**config.mk**
```make
export PLATFORM = sky130hd
export DESIGN_NAME = chip8_blitter
export DESIGN_NICKNAME = d
export VERILOG_FILES = /design/src/rtl/chip8_blitter.sv
export SDC_FILE = /design/constraint.sdc
export NUM_CORES = 1
export LEC_CHECK = 0
export ABC_CLOCK_PERIOD_IN_PS = 3200
export BUFFER_PORTS_ARGS = -buffer_cell sky130_fd_sc_hd__clkbuf_2
export CAP_MARGIN = 20
export CORE_MARGIN = 5
export CORE_UTILIZATION = 35
export DETAILED_ROUTE_END_ITERATION = 7
export PLACE_DENSITY_LB_ADDON = 0.25
export RECOVER_POWER = 50
export SYNTH_ARGS = -nofsm -noshare
export SYNTH_HDL_FRONTEND = slang
export SYNTH_SLANG_ARGS = --single-unit
```
**constraint.sdc**
```tcl
create_clock -name clk -period 3.2 [get_ports clk]
set_clock_uncertainty 0.1 [all_clocks]
set_input_delay 0.16 -clock clk [delete_from_list [all_inputs] [get_ports clk]]
set_output_delay 0.16 -clock clk [all_outputs]
set_load 0.02 [all_outputs]
```
**src/rtl/chip8_blitter.sv**
```systemverilog
// chip8_blitter: XOR sprite draw (8xN / 16x16) and full-screen clear engine
// for the CHIP-8 core. Reads sprite bytes from program RAM one cycle after
// presenting the address, walks one pixel per cycle over the VRAM pixel port
// and reports whether any lit pixel was turned off (VF collision).
module chip8_blitter #(
    parameter int HRES_W = 7,
    parameter int VRES_W = 6,
    parameter int ADDR_W = 12
) (
    input  logic              clk,
    input  logic              rst_n,
    input  logic              start,
    input  logic              clear,
    input  logic [7:0]        sprite_x,
    input  logic [7:0]        sprite_y,
    input  logic [3:0]        sprite_rows,
    input  logic [ADDR_W-1:0] sprite_addr,
    input  logic              wide,
    input  logic              wrap_mode,
    output logic              busy,
    output logic              done,
    output logic              collision,
    output logic [ADDR_W-1:0] ram_addr,
    input  logic [7:0]        ram_dout,
    output logic [HRES_W-1:0] vram_hpos,
    output logic [VRES_W-1:0] vram_vpos,
    input  logic [1:0]        vram_pixelo,
    output logic [1:0]        vram_pixeli,
    output logic              vram_we
);

    localparam int CLR_W = HRES_W + VRES_W;

    localparam logic [2:0] S_IDLE  = 3'd0;
    localparam logic [2:0] S_ADDR0 = 3'd1;
    localparam logic [2:0] S_ADDR1 = 3'd2;
    localparam logic [2:0] S_LOAD  = 3'd3;
    localparam logic [2:0] S_PIXEL = 3'd4;
    localparam logic [2:0] S_CLEAR = 3'd5;
    localparam logic [2:0] S_DONE  = 3'd6;

    logic [2:0]        state_q, state_d;
    logic [HRES_W-1:0] x0_q, x0_d;
    logic [VRES_W-1:0] y0_q, y0_d;
    logic [4:0]        rows_q, rows_d;      // up to 16 rows, so one bit wider than row_q
    logic [3:0]        row_q, row_d;
    logic [3:0]        col_q, col_d;
    logic              wide_q, wide_d;
    logic              wrap_q, wrap_d;
    logic              coll_q, coll_d;
    logic [15:0]       shift_q, shift_d;    // sprite row, current pixel always in bit 15
    logic [ADDR_W-1:0] addr_q, addr_d;
    logic [CLR_W-1:0]  clr_q, clr_d;        // {vpos, hpos} raster counter for clears

    logic [HRES_W:0]   px;
    logic [VRES_W:0]   py;
    logic              in_bounds;
    logic              pix_on;
    logic              pix_lit;
    logic              last_col;
    logic              last_row;
    logic              unused_coord_bits;

    // The extra top bit of px/py flags a pixel that ran off the right/bottom edge.
    assign px        = {1'b0, x0_q} + {{(HRES_W-3){1'b0}}, col_q};
    assign py        = {1'b0, y0_q} + {{(VRES_W-3){1'b0}}, row_q};
    assign in_bounds = wrap_q | ~(px[HRES_W] | py[VRES_W]);
    assign pix_on    = shift_q[15];
    assign pix_lit   = (vram_pixelo != 2'b00);
    assign last_col  = wide_q ? (col_q == 4'd15) : (col_q == 4'd7);
    assign last_row  = (({1'b0, row_q}) + 5'd1) == rows_q;

    // Coordinate bits above the display width are dropped by the modulo.
    assign unused_coord_bits = ^{sprite_x, sprite_y};

    assign busy      = (state_q != S_IDLE) && (state_q != S_DONE);
    assign done      = (state_q == S_DONE);
    assign collision = coll_q;
    assign ram_addr  = addr_q;

    // Next-state logic: sequencing, counters, sprite shift register and collision.
    always_comb begin
        // NOTE: every signal gets a default here so no path leaves one unassigned (no latches).
        state_d = state_q;
        x0_d    = x0_q;
        y0_d    = y0_q;
        rows_d  = rows_q;
        row_d   = row_q;
        col_d   = col_q;
        wide_d  = wide_q;
        wrap_d  = wrap_q;
        coll_d  = coll_q;
        shift_d = shift_q;
        addr_d  = addr_q;
        clr_d   = clr_q;
        case (state_q)
            S_IDLE: begin
                if (clear) begin
                    coll_d  = 1'b0;
                    clr_d   = '0;
                    state_d = S_CLEAR;
                end else if (start) begin
                    coll_d  = 1'b0;
                    row_d   = 4'd0;
                    x0_d    = sprite_x[HRES_W-1:0];
                    y0_d    = sprite_y[VRES_W-1:0];
                    rows_d  = wide ? 5'd16 : {1'b0, sprite_rows};
                    wide_d  = wide;
                    wrap_d  = wrap_mode;
                    addr_d  = sprite_addr;
                    state_d = (!wide && sprite_rows == 4'd0) ? S_DONE : S_ADDR0;
                end
            end
            S_ADDR0: begin
                if (wide_q) begin
                    addr_d  = addr_q + ADDR_W'(1);
                    state_d = S_ADDR1;
                end else begin
                    state_d = S_LOAD;
                end
            end
            S_ADDR1: begin
                shift_d[15:8] = ram_dout;
                state_d       = S_LOAD;
            end
            S_LOAD: begin
                if (wide_q) shift_d[7:0] = ram_dout;
                else        shift_d      = {ram_dout, 8'h00};
                col_d   = 4'd0;
                state_d = S_PIXEL;
            end
            S_PIXEL: begin
                shift_d = {shift_q[14:0], 1'b0};
                col_d   = col_q + 4'd1;
                if (in_bounds && pix_on && pix_lit) coll_d = 1'b1;
                if (last_col) begin
                    if (last_row) begin
                        state_d = S_DONE;
                    end else begin
                        // Narrow rows are consecutive bytes; wide rows already sit on the low byte.
                        row_d   = row_q + 4'd1;
                        addr_d  = addr_q + ADDR_W'(1);
                        state_d = S_ADDR0;
                    end
                end
            end
            S_CLEAR: begin
                clr_d = clr_q + CLR_W'(1);
                if (&clr_q) state_d = S_DONE;
            end
            S_DONE:  state_d = S_IDLE;
            default: state_d = S_IDLE;
        endcase
    end

    // VRAM port: driven only while drawing or clearing, idle-zero otherwise.
    always_comb begin
        vram_we     = 1'b0;
        vram_pixeli = 2'b00;
        vram_hpos   = '0;
        vram_vpos   = '0;
        if (state_q == S_PIXEL) begin
            vram_hpos = px[HRES_W-1:0];
            vram_vpos = py[VRES_W-1:0];
            if (in_bounds && pix_on) begin
                vram_we     = 1'b1;
                vram_pixeli = pix_lit ? 2'b00 : 2'b11;
            end
        end else if (state_q == S_CLEAR) begin
            vram_hpos = clr_q[HRES_W-1:0];
            vram_vpos = clr_q[CLR_W-1:HRES_W];
            vram_we   = 1'b1;
        end
    end

    // State registers; reset aborts any operation in flight.
    always_ff @(posedge clk or negedge rst_n) begin
        if (!rst_n) begin
            state_q <= S_IDLE;
            x0_q    <= '0;
            y0_q    <= '0;
            rows_q  <= '0;
            row_q   <= '0;
            col_q   <= '0;
            wide_q  <= 1'b0;
            wrap_q  <= 1'b0;
            coll_q  <= 1'b0;
            shift_q <= '0;
            addr_q  <= '0;
            clr_q   <= '0;
        end else begin
            // NOTE: non-blocking so every register samples the pre-edge values of the others.
            state_q <= state_d;
            x0_q    <= x0_d;
            y0_q    <= y0_d;
            rows_q  <= rows_d;
            row_q   <= row_d;
            col_q   <= col_d;
            wide_q  <= wide_d;
            wrap_q  <= wrap_d;
            coll_q  <= coll_d;
            shift_q <= shift_d;
            addr_q  <= addr_d;
            clr_q   <= clr_d;
        end
    end

endmodule

```
==> results by group <==
Run status
  – Status: finished with violations
  – Violated checks: capacitance limit, slew limit

Final layout
  – FF/Latch Area: around 1800 um^2
  – Share of cells above drive strength 1: between 20% and 30%
  – Final non-filler cell total: 734
  – Final-layout fill cell count: 1,203
  – Most frequent cells in the layout: dfrtp_1, clkbuf_2, nand2_1
  – Area of the multi-input gates: ~2300 um^2
  – Fin nets: 624
  – P&R area growth vs syn: 25.1%
  – # diodes: 0
  – Leading cell type in the layout, fill and taps excluded: dfrtp_1

Die
  – Initial Utilization: between 30% and 40%
  – IO Pins: 79
  – Die area: ~15,000 um^2
  – Die height: 121 um
  – Die X: 121 um
  – Placement row count: 40
  – CORE AREA: between 10,000 and 15,000 um^2

Timing
  – Final setup margin: ~450 ps
  – Setup TNS: 0 ps
  – Ratio of final minimum period to clock period: between 80% and 90%
  – RSZ-0062 raised after global routing: no
  – Slew @ Worst Pin: 1760 ps
  – Setup violators final: 0
  – Rel. slew slack: -17.5%
  – Highest clock rate: 0.364 GHz
  – Final Hold Vio Count: 0
  – Final min period: 2750 ps
  – Max-slew violations: 33

CTS
  – CTS HTree Levels: 3
  – CTS tree: yes
  – Clk Latency, worst-skew pair: ~340 ps
  – CTS Sinks: 72
  – Clock Path Buffers: 2
  – Total clock buffers created by CTS: 9
  – CTS resizes: 0
  – Clk slew on worst S/H paths: around 50 ps
  – Clock root buffer: clkbuf_16

Worst setup path
  – Worst-path fanout max: 17
  – Worst Setup SP: state_q[2]$_DFFE_PN0P_
  – CP Class: flip-flop to output pin
  – R2R Path Start: state_q[2]$_DFFE_PN0P_
  – Worst Setup End Kind: output pin
  – CP startpoint kind: flip-flop
  – Crit path DAT: approximately 2500 ps
  – Worst EP required: roughly 2900 ps

Global routing
  – Largest net degree at the start of global routing: 33
  – Initial antenna violation count: 0
  – Vias in the first global route: around 3,800
  – GRT overflow: 0
  – GRT Total Usage: 15.8%
  – First-pass GRT wire length: roughly 19,000 um

Routing
  – Vias/cell: between 5 and 6
  – Drt total wl: between 10,000 and 15,000 um
  – Post-route ant nets: 0
  – Drt initial violations: 200
  – # DRC: 0
  – Routed vias: about 3,800
  – Drt first pass iters: 4
  – Drt wl/cell: around 15 um

Hold path
  – Worst min path class: input pin to flip-flop
  – Worst Hold Launch: clear

Logic synthesis
  – FF+latch count, synth: a little over 70
  – Number of flops mapped to enable cells by yosys: 0
  – Synth unique cells: 60
  – Cell area after synthesis: between 4000 and 5000 um^2
  – Syn_area_per_cell: 9.28 um^2
  – Synth Instances: about 470
  – Ys Warns: 0
  – Synth Net Count: 528
  – Seq/Total Area, Yosys: a little over two fifths
  – Main synth FF type: dfrtp_1
  – Fraction of synthesis flops using an asynchronous set or reset pin: 100%

Flow run
  – Max-cap violations: 1

Pwr
  – Leakage: 2.52 nW
  – Maximum VDD drop: approximately 280 uV
  – Power per cell area: between 300 and 400 nW/um^2

Placement
  – Placed Cells incl. Taps: between 600 and 700
  – HPWL after detailed placement: slightly above 8000 um
  – Final Wtd Congestion: 0.791
  – Port Buffers: 75
  – DP Worst Slack: approximately 630 ps
-- metal layers --
layer	global-route usage [%]	up-vias	wire [um]
li1	-	1897	-
met1	21.2	1819	5240
met2	25.2	63	5250
met5	0	-	0
met3	3.22	12	438
met4	6.02	0	190
-- power breakdown --
group,internal [mW],total (mW),switching (mW),leakage (nW)
Sequential,0.912,0.912,0.000535,0.883
Clock,0.719,1.09,0.366,0.159
Combinational,0.0478,0.0910,0.0431,1.48
Total,1.68,2.09,0.410,2.52
-- worst max-delay path, cell delays in order, from the launching register on --
cell      delay, ps
dfrtp_1         640
nor2b_1         380
nor2b_4         380
buf_4           220
nand3b_1         80
mux2i_1         140
a211o_1         140
clkbuf_2        170
-- cells by family after synthesis --
kind of cell               share of synthesized area (%)
DFF                                                 41.7
AOI/OAI and AO/OA                                   22.1
muxes                                               7.20
adders and majority gates                           4.40
buffers and inverters                               4.77
xor gates and xnor gates                            3.24
and+or+nand+nor                                     16.6
-- timing repair --
action / in CTS / in global routing
buffers inserted: 0 / 0
hold endpoints to repair: 54 / 0
hold buffers: 25 / 0
-- per-stage QoR --
step	power (mW)	utilization [%]	instance area (um^2)	hold slack [ps]
after detailed placement	0.998	40.3	4870	155
after CTS	2.12	45.1	5440	22.7
after global placement	0.998	40.3	4870	156
after floorplan	0.942	-	4330	-236
after global routing	2.16	44.9	5410	25.8
final	2.09	44.9	5410	26.6
-- layout make-up --
| type | instances | area share, % |
|---|---|---|
| multi-input cells | 349 | 43.0 |
| flip-flops and latches | 72 | 33.3 |
| repair buffers | 111 | 12.6 |
| clock buffers | 12 | 4.74 |
| well taps | 168 | 3.88 |
| inverters | 19 | 1.32 |
| clock inverters | 3 | 1.20 |
-- state kept, by name (all words and copies together), names as in the netlist --
signal     flops
ram_addr      12
state_q        3
clr_q         13
y0_q           6
row_q          4
collision      1
rows_q         5
x0_q           7
wrap_q         1
shift_q       16
col_q          4
-- cell usage after synthesis, drive strengths merged (2+ instances only) --
| library cell | n | area share, % |
|---|---|---|
| buf | 15 | 2.2 |
| mux2 | 17 | 4.4 |
| a21o | 5 | 0.87 |
| a211oi | 11 | 2.5 |
| nand3 | 19 | 2.2 |
| a211o | 2 | 0.41 |
| a22o | 5 | 1.0 |
| nand2 | 55 | 4.8 |
| inv | 19 | 1.6 |
| xnor2 | 11 | 2.2 |
| nor3 | 6 | 0.69 |
| a21oi | 16 | 1.9 |
| o21ai | 48 | 5.6 |
| o31ai | 2 | 0.35 |
| a311oi | 2 | 0.41 |
| nor2 | 36 | 3.1 |
| o21bai | 3 | 0.52 |
| and3 | 7 | 1.0 |
| nor3b | 2 | 0.35 |
| xor2 | 5 | 1.0 |
| nand4 | 4 | 0.58 |
| o21a | 2 | 0.35 |
| a221oi | 4 | 1.1 |
| mux2i | 12 | 2.8 |
| o22ai | 4 | 0.58 |
| or3 | 3 | 0.55 |
| dfrtp | 72 | 42 |
| clkbuf | 11 | 0.95 |
| o2bb2ai | 2 | 0.41 |
| o22a | 3 | 0.61 |
| a222oi | 7 | 1.6 |
| a31oi | 6 | 0.87 |
| a2bb2oi | 6 | 1.2 |
| nand2b | 6 | 0.87 |
| o211ai | 2 | 0.35 |
| nor2b | 7 | 1.0 |
| fa | 2 | 0.93 |
| ha | 12 | 3.5 |
-- path summary, 6_finish.rpt --
check                                           to  slack, ps  cells past startpoint
min in group asynchronous      x0_q[4]$_DFFE_PN0P_        730                      2
hold / removal                clr_q[0]$_DFFE_PN0P_         30                      2
max in group asynchronous  ram_addr[9]$_DFFE_PN0P_        860                      3
setup / recovery                      vram_vpos[5]        450                      7
hold reg to reg            shift_q[14]$_DFFE_PN0P_        380                      2
setup reg to reg              clr_q[9]$_DFFE_PN0P_        490                      6
Note: power is estimated with default switching activity, not from simulation.
